**config.mk**
```make
export PLATFORM = sky130hd
export DESIGN_NAME = magenta_control_fsm
export DESIGN_NICKNAME = d
export VERILOG_FILES = /design/src/rtl/magenta_control_fsm.sv
export SDC_FILE = /design/constraint.sdc
export NUM_CORES = 1
export LEC_CHECK = 0
export ABC_AREA = 0
export BUFFER_PORTS_ARGS = -buffer_cell sky130_fd_sc_hd__buf_2
export CORE_AREA = 2 2 57 85
export CTS_CLUSTER_SIZE = 28
export DETAILED_ROUTE_END_ITERATION = 7
export DIE_AREA = 0 0 59 87
export PLACE_DENSITY = 0.42
export SETUP_SLACK_MARGIN = 0.3
export SLEW_MARGIN = 30
export SYNTH_ARGS = -nofsm -noshare
export SYNTH_HDL_FRONTEND = slang
export SYNTH_SLANG_ARGS = --single-unit
export TNS_END_PERCENT = 20
```
**constraint.sdc**
```tcl
create_clock -name CLK -period 2 [get_ports CLK]
set_input_delay 0.2 -clock CLK [delete_from_list [all_inputs] [get_ports CLK]]
set_output_delay 0.2 -clock CLK [all_outputs]
set_load 0.03 [all_outputs]
```
**src/rtl/magenta_control_fsm.sv**
```systemverilog
// Multicycle Moore control FSM for the magenta ALU stage: drives datapath selects, register strobes and memory strobes.
// Optional feature: define MAGENTA_CTRL_ILLEGAL_TRAP_EN to send illegal opcodes to TRAP instead of executing them as NOPs.
`timescale 1ns/1ps

module magenta_control_fsm #(
    parameter int         MAX_WAIT    = 8,
    parameter logic [4:0] HALT_OPCODE = 5'b11111
) (
    input  logic       CLK,
    input  logic       ResetN,
    input  logic [4:0] OpcodeIn,
    input  logic       ShouldBranchIn,
    input  logic       MemReadyIn,
    output logic [1:0] ALUSrcA,
    output logic [1:0] ALUSrcB,
    output logic [1:0] ALUOp,
    output logic [1:0] Branch,
    output logic       PCWrite,
    output logic       IRWrite,
    output logic       AccWrite,
    output logic       MemToAcc,
    output logic       SPWrite,
    output logic       MemRead,
    output logic       MemWrite,
    output logic [1:0] IorD,
    output logic       BusErrOut,
    output logic       HaltedOut,
    output logic [3:0] StateOut
);

    typedef enum logic [3:0] {
        INIT     = 4'd0,
        FETCH    = 4'd1,
        DECODE   = 4'd2,
        EXEC_ALU = 4'd3,
        WB_ACC   = 4'd4,
        ADDR     = 4'd5,
        MEM_RD   = 4'd6,
        WB_MEM   = 4'd7,
        MEM_WR   = 4'd8,
        BRANCH   = 4'd9,
        JUMP     = 4'd10,
        STACK_RD = 4'd11,
        RET      = 4'd12,
        HALT     = 4'd13,
        TRAP     = 4'd14
    } stateT;

    localparam int CountW = (MAX_WAIT < 2) ? 1 : $clog2(MAX_WAIT + 1);
    // The timeout fires on the MAX_WAIT-th stalled cycle, so compare against one less than the limit.
    localparam logic [CountW-1:0] LastWait = (MAX_WAIT == 0) ? '0 : CountW'(MAX_WAIT - 1);

    stateT             state;
    stateT             nextState;
    logic [CountW-1:0] waitCount;
    logic              busErr;
    logic              isMemState;
    logic              timeoutHit;

    assign isMemState = (state == FETCH) || (state == MEM_RD) ||
                        (state == MEM_WR) || (state == STACK_RD);
    assign timeoutHit = (MAX_WAIT != 0) && isMemState && !MemReadyIn && (waitCount == LastWait);

    always_ff @(posedge CLK or negedge ResetN) begin
        if (!ResetN) begin
            state     <= INIT;
            waitCount <= '0;
            busErr    <= 1'b0;
        end else begin
            state <= nextState;
            if (nextState != state) begin
                waitCount <= '0;
            end else if (isMemState && !MemReadyIn && (waitCount != '1)) begin
                waitCount <= waitCount + CountW'(1);
            end
            if (timeoutHit) begin
                busErr <= 1'b1;
            end
        end
    end

    always_comb begin
        nextState = state;
        case (state)
            INIT:     nextState = FETCH;
            FETCH: begin
                if (timeoutHit)      nextState = HALT;
                else if (MemReadyIn) nextState = DECODE;
            end
            DECODE: begin
                if (OpcodeIn == HALT_OPCODE) begin
                    nextState = HALT;
                end else begin
                    casez (OpcodeIn)
                        5'b00???, 5'b01???: nextState = EXEC_ALU;
                        5'b10000, 5'b10001: nextState = ADDR;
                        5'b10010, 5'b10011: nextState = BRANCH;
                        5'b10100:           nextState = JUMP;
                        5'b10101:           nextState = STACK_RD;
                        default: begin
`ifdef MAGENTA_CTRL_ILLEGAL_TRAP_EN
                            nextState = TRAP;
`else
                            nextState = FETCH;
`endif
                        end
                    endcase
                end
            end
            EXEC_ALU: nextState = WB_ACC;
            WB_ACC:   nextState = FETCH;
            // Only lw/sw reach ADDR; bit 0 of the opcode tells them apart.
            ADDR:     nextState = OpcodeIn[0] ? MEM_WR : MEM_RD;
            MEM_RD: begin
                if (timeoutHit)      nextState = HALT;
                else if (MemReadyIn) nextState = WB_MEM;
            end
            WB_MEM:   nextState = FETCH;
            MEM_WR: begin
                if (timeoutHit)      nextState = HALT;
                else if (MemReadyIn) nextState = FETCH;
            end
            BRANCH:   nextState = FETCH;
            JUMP:     nextState = FETCH;
            STACK_RD: begin
                if (timeoutHit)      nextState = HALT;
                else if (MemReadyIn) nextState = RET;
            end
            RET:      nextState = FETCH;
            HALT:     nextState = HALT;
            TRAP:     nextState = TRAP;
            default:  nextState = INIT;
        endcase
    end

    // Outputs depend only on the registered state (plus the ready/compare qualifiers), so reset silences them at once.
    always_comb begin
        ALUSrcA   = 2'b00;
        ALUSrcB   = 2'b00;
        ALUOp     = 2'b00;
        Branch    = 2'b00;
        PCWrite   = 1'b0;
        IRWrite   = 1'b0;
        AccWrite  = 1'b0;
        MemToAcc  = 1'b0;
        SPWrite   = 1'b0;
        MemRead   = 1'b0;
        MemWrite  = 1'b0;
        IorD      = 2'b00;
        HaltedOut = 1'b0;
        case (state)
            FETCH: begin
                MemRead = 1'b1;
                ALUSrcB = 2'b11;
                PCWrite = MemReadyIn;
                IRWrite = MemReadyIn;
            end
            DECODE: begin
                ALUSrcB = 2'b01;
            end
            EXEC_ALU: begin
                ALUSrcA = 2'b10;
                ALUOp   = 2'b10;
                ALUSrcB = (OpcodeIn[4:3] == 2'b01) ? 2'b01 : 2'b00;
            end
            WB_ACC: begin
                AccWrite = 1'b1;
            end
            ADDR: begin
                ALUSrcA = 2'b10;
                ALUSrcB = 2'b01;
            end
            MEM_RD: begin
                MemRead = 1'b1;
                IorD    = 2'b01;
            end
            WB_MEM: begin
                AccWrite = 1'b1;
                MemToAcc = 1'b1;
            end
            MEM_WR: begin
                MemWrite = 1'b1;
                IorD     = 2'b01;
            end
            BRANCH: begin
                ALUSrcA = 2'b10;
                ALUOp   = 2'b01;
                Branch  = 2'b01;
                PCWrite = ShouldBranchIn;
            end
            JUMP: begin
                Branch  = 2'b01;
                PCWrite = 1'b1;
            end
            STACK_RD: begin
                MemRead = 1'b1;
                IorD    = 2'b10;
            end
            RET: begin
                ALUSrcA = 2'b11;
                ALUSrcB = 2'b11;
                Branch  = 2'b10;
                PCWrite = 1'b1;
                SPWrite = 1'b1;
            end
            HALT, TRAP: begin
                HaltedOut = 1'b1;
            end
            default: begin
            end
        endcase
    end

    assign BusErrOut = busErr;
    assign StateOut  = state;

endmodule

```
# Word-level counts from Yosys, hierarchy flattened
# Index checks and enable logic that the tools add are counted.
[op_classes] reduce_logical=23 eq_ne=25 n_addsub=1 muxes=28
[op_table] cell="$mux W4" n=12
[op_table] cell="$pmux W4 S10" n=1
[op_table] cell="$eq A5 B5 Y1 const B" n=7
[op_table] cell="$eq A4 B4 Y1 const B" n=7
[op_table] cell="$eq A4 B3 Y1 const B" n=5
[op_table] cell="$pmux W4 S5" n=1
[op_table] cell="$reduce_or A2 Y1" n=10
[op_table] cell="$pmux W2 S2" n=4
[op_table] cell="$eq A4 B2 Y1 const B" n=2
[op_table] cell="$mux W1" n=8
[op_table] cell="$pmux W2 S3" n=1
[op_table] cell="$reduce_or A3 Y1" n=2
[op_table] cell="$reduce_or A6 Y1" n=1
[op_table] cell="$add A4 B1 Y4 const B" n=1
[op_table] cell="$eq A4 B1 Y1 const B" n=1
[op_table] cell="$logic_not A4 Y1" n=1
[op_table] cell="$ne A4 B4 Y1" n=1
[op_table] cell="$ne A4 B4 Y1 const B" n=1
[op_table] cell="$logic_and A1 B1 Y1" n=3
[op_table] cell="$logic_or A1 B1 Y1" n=3
[op_table] cell="$pmux W1 S3" n=1
[op_table] cell="$eq A2 B1 Y1 const B" n=1
[op_table] cell="$logic_not A2 Y1" n=1
[op_table] cell="$reduce_bool A2 Y1" n=1
[op_table] cell="$logic_not A1 Y1" n=1
[word_totals] out_inout_bits=23 reg_bits=9 in_bits=9 elab_cells=80

# Longest topological paths before layout
[logic_depth] word_depth=10 ltp_mapped=7

# Worst setup path before layout
# OpenSTA, ideal clock, no wires.
[synth_timing] path_type="reg-to-output" from="reg state[3] (netlist: StateOut[3])" to="out ALUSrcB[0]" path_stages_with_launch=6 arrival_time_ns=2.317 slack_ns=-0.517 path_cell_list="dfrtp_1 -> buf_4 -> clkbuf_1 -> nand2_1 -> nor3_1 -> o21bai_1"
[synth_via] elab_chain_cells=3 word_cells_on_any_way=8 classes_between="5 x eq/ne; 1 x mux; 2 x reduce/logical"
[synth_lines] element="start, declared" line="53" source="stateT state;"
[synth_lines] element="start signal, assigned" line="70" source="state <= nextState;"
[synth_lines] element="$eq A4 B1 Y1, or another cell as far along" line="151" source="case (state)"
[synth_lines] element="$reduce_or A2 Y1 (no source line)"
[synth_lines] element="$pmux W2 S3 (*)" line="151"
[synth_lines] element="end, declared" line="15" source="output logic [1:0] ALUSrcB,"
# Every way passes the cells marked *; elsewhere a longest branch is shown, timed or not.

# Worst setup path in the final report
[layout_timing] from="reg state[3] (netlist: StateOut[3])" to="reg waitCount[2]"
[layout_via] elab_chain_cells=10 word_cells_on_any_way=34 classes_between="15 x eq/ne; 10 x mux; 9 x reduce/logical"
[layout_lines] element="$eq A4 B1 Y1 or $eq A4 B3 Y1 (tied branches)" line="60, 84"
[layout_lines] element="$logic_or A1 B1 Y1 (2 in a row)" line="60" source="assign isMemState = (state == FETCH) || (state == MEM_RD) ||"
[layout_lines] element="$logic_or A1 B1 Y1" line="61" source="(state == MEM_WR) || (state == STACK_RD);"
[layout_lines] element="$logic_and A1 B1 Y1" line="62, 73"
[layout_lines] element="$logic_and A1 B1 Y1" line="62" source="assign timeoutHit = (MAX_WAIT != 0) && isMemState && !MemReadyIn && (waitCount == LastWait);"
[layout_lines] element="$mux W4, on equally long branches"
[layout_lines] element="$pmux W4 S10" line="84" source="case (state)"
[layout_lines] element="$ne A4 B4 Y1" line="71" source="if (nextState != state) begin"
[layout_lines] element="$mux W4 or $reduce_bool A2 Y1 (tied branches)"
[layout_lines] element="end signal, assigned" line="74" source="waitCount <= waitCount + CountW'(1);"
[layout_lines] element="end, declared" line="55" source="logic [CountW-1:0] waitCount;"
# Parallel ways exist; a longest one is shown, timed or not.
# A chain may end at the register's enable or synchronous reset.

==> results.md <==
- Run status: completed
- Syn_nets: between 150 and 200
- DR WL/cell: approximately 17 um
- PortBufs: 31
- Largest area contributor in the netlist: dfrtp_1
- Setup crit start: StateOut[3]
- CTS Sinks: 9
- Leading cell type in the layout, fill and taps excluded: buf_4
- Lkg Pwr: 0.737 nW
- Die area: 5130 um^2
- Routed wl met2: 2380 um
- Worst stage delay on the critical path: ~0.42 ns
- Seq/Total Area, Yosys: 0.213
- Via density: ~5.6
- Cell Area, Placed: ~1500 um^2
- Core ar.: 4430 um^2
- First-pass GRT wire length: 6710 um
- Seq pwr share: 0.117
- Asr flop ratio synth: 1.00
- Worst path top cell family by delay: compound AO/OA/AOI/OAI gates
- Initial antenna violation count: 0
- DR iter-0 viols: 62
- Synth top area share: 0.213
- Area growth from synthesis to layout: 59.2%
- Yosys warnings: 0
- Bufs on Longest Clock Path: 2
- 1st-pass router iterations: 4
- Vias in the first global route: ~1400
- Synth top area cells: dfrtp_1, nor2_1, o21ai_0
- Largest net degree at the start of global routing: 14
- Initial Utilization: 0.238
- Pint: between 1 and 1.5 mW
- Clock Pin Slew Worst Setup and Hold Paths: about 0.040 ns
- Wire length on met1: between 1500 and 2000 um
- CP arrival: between 2 and 2.5 ns
- DR top layer: met4
- Area of the multi-input gates: approximately 900 um^2
- CTS buffer count: 3
- Final non-filler cell area: ~1700 um^2
- Synth Register Bits: 9
- Final #Nets: between 200 and 250
- I/O Pins: 32
- Final setup fails: 0
- Combinational Power Share: 0.795
- Register area: between 200 and 250 um^2
- Setup CP Type: reg2reg
- Synth Cell Area: around 1100 um^2
- Via count: between 1000 and 1500
- CP bufs+invs: 2
- Layout cells sized above 1: 0.475
- Final setup skew: around 0.0018 ns
- Wire length on met3: 125 um
- Post-Route WL: roughly 4400 um
- Achievable Freq: around 520 MHz
- Critical-path cell list: buf_4, buf_8, maj3_1, a221o_1, o211ai_4, nor4_1
- Worst r2r src: StateOut[3]
- Die W: ~59 um
- Slew HR: 0.683
- Synth cell types: 52
- Synth Flop Type: dfrtp_1
- CP required: about 2.1 ns
- CTS tree: done
- Worst slew pin tran: approximately 0.48 ns
- NetSw: about 1.3 mW
- Critical R2R Capture: waitCount[2]
- RSZ-0062 raised after global routing: yes
- Hpwl dp: ~3200 um
- Syn Area/Cell: 7.04 um^2
- Clk pwr share: 0.088
- Worst Slack Setup Final: ~0.084 ns
- Post-synth EDFFs: 0
- DRT antenna net count: 0
- Fin crit share: 0.958
- Worst path slowest cell: dfrtp_2
- Reg2Reg Setup Slack: between 0.08 and 0.09 ns
- Gr ovfl total: 0
- N_diodes: 0
- Final cell count without fillers: between 200 and 300
- Site Rows: 30
- Cells after DPL: roughly 240
- Final slew viol count: 0
- Switch share: 0.532
- Final min period: roughly 1.9 ns
- Clock latency on the worst-skew pair: between 0.2 and 0.25 ns
- H-Tree Depth: 1
- CTS Root Cell: clkbuf_8
- Final TNS setup: 0 ns
- Power after layout: roughly 2.5 mW
- Pwr Density: between 1000 and 1500 nW/um^2
- Post-Syn Instances: 150
- Pre-CTS setup slack: approximately 0.15 ns
- HP Class: in2async
- DRC: 0
- Worst-path fanout max: 11
- Hold_ws: 0.335 ns
- Routability cong.: 0.886
- MaxCap Viol Count: 0
- Die height: 87 um
- Worst setup EP type: flip-flop
- Post-layout util: 0.380
- Final Hold Viols: 0
- Critical path startpoint category: flip-flop
- Most frequent cells in the layout: buf_4, buf_2, nor2_1
- R2R depth: 6
- Filler cells: a little under 500
- Peak supply drop: just under 600 uV
- Total track usage: 0.169
-- what timing repair did --
action,CTS,global route
buffers inserted,5,3
setup endpoints to repair,23,23
endpoints found under the hold margin,9,0
hold buffers,1,0
pin swaps,0,8
gates resized for setup,13,15
-- cell families (layout without fill, tap and decap cells) --
group / after synthesis / after routing / synth area share
buffers and inverters: 19 / 73 / 0.0865
flip-flops: 9 / 9 / 0.213
adder cells (fa/ha/maj): 2 / 2 / 0.0213
AO/OA/AOI/OAI: 50 / 50 / 0.321
AND/OR/NAND/NOR: 67 / 67 / 0.333
XOR/XNOR: 3 / 3 / 0.0249
-- power by group through the flow --
stage,logic (mW),clock network [mW],registers [mW]
2_1_floorplan,1.15,0,0.330
3_3_place_gp,1.65,0,0.321
3_5_place_dp,1.65,0,0.326
4_1_cts,1.81,0.219,0.296
5_1_grt,2.08,0.225,0.296
6_report,1.96,0.217,0.287
-- synth_stat cells, drive strengths merged (4+ instances only) --
cell,instances
nor2,22
o21ai,12
nand2,11
a21oi,9
dfrtp,9
buf,7
clkbuf,7
nor3,6
a31oi,5
inv,5
nand3,4
-- how the worst max path moves through the flow --
stage / endpoint / slack (ns) / depth (start not counted)
global placement: waitCount[3] / 0.13 / 6
global route: waitCount[3] / 0.05 / 6
detailed placement: waitCount[1] / 0.15 / 5
finish: waitCount[2] / 0.08 / 6
floorplan: waitCount[3] / 0.08 / 6
CTS: waitCount[1] / 0.16 / 5
-- metal layers --
| layer | global-route usage | vias up |
|---|---|---|
| met4 | 0.0723 | 0 |
| met3 | 0.0104 | 8 |
| met1 | 0.193 | 696 |
| met2 | 0.312 | 35 |
| met5 | 0 | - |
| li1 | - | 664 |
-- cell type report --
class | count | share of cell area
flip-flops and latches | 9 | 0.137
multi-input cells | 122 | 0.536
inverters | 5 | 0.0112
repair buffers | 64 | 0.253
clock buffers | 4 | 0.0268
well taps | 48 | 0.0357
-- registers in the layout, summed over array words and instances (netlist names) --
signal     cells
StateOut       4
waitCount      4
BusErrOut      1
(Power assumes the default switching activity.)
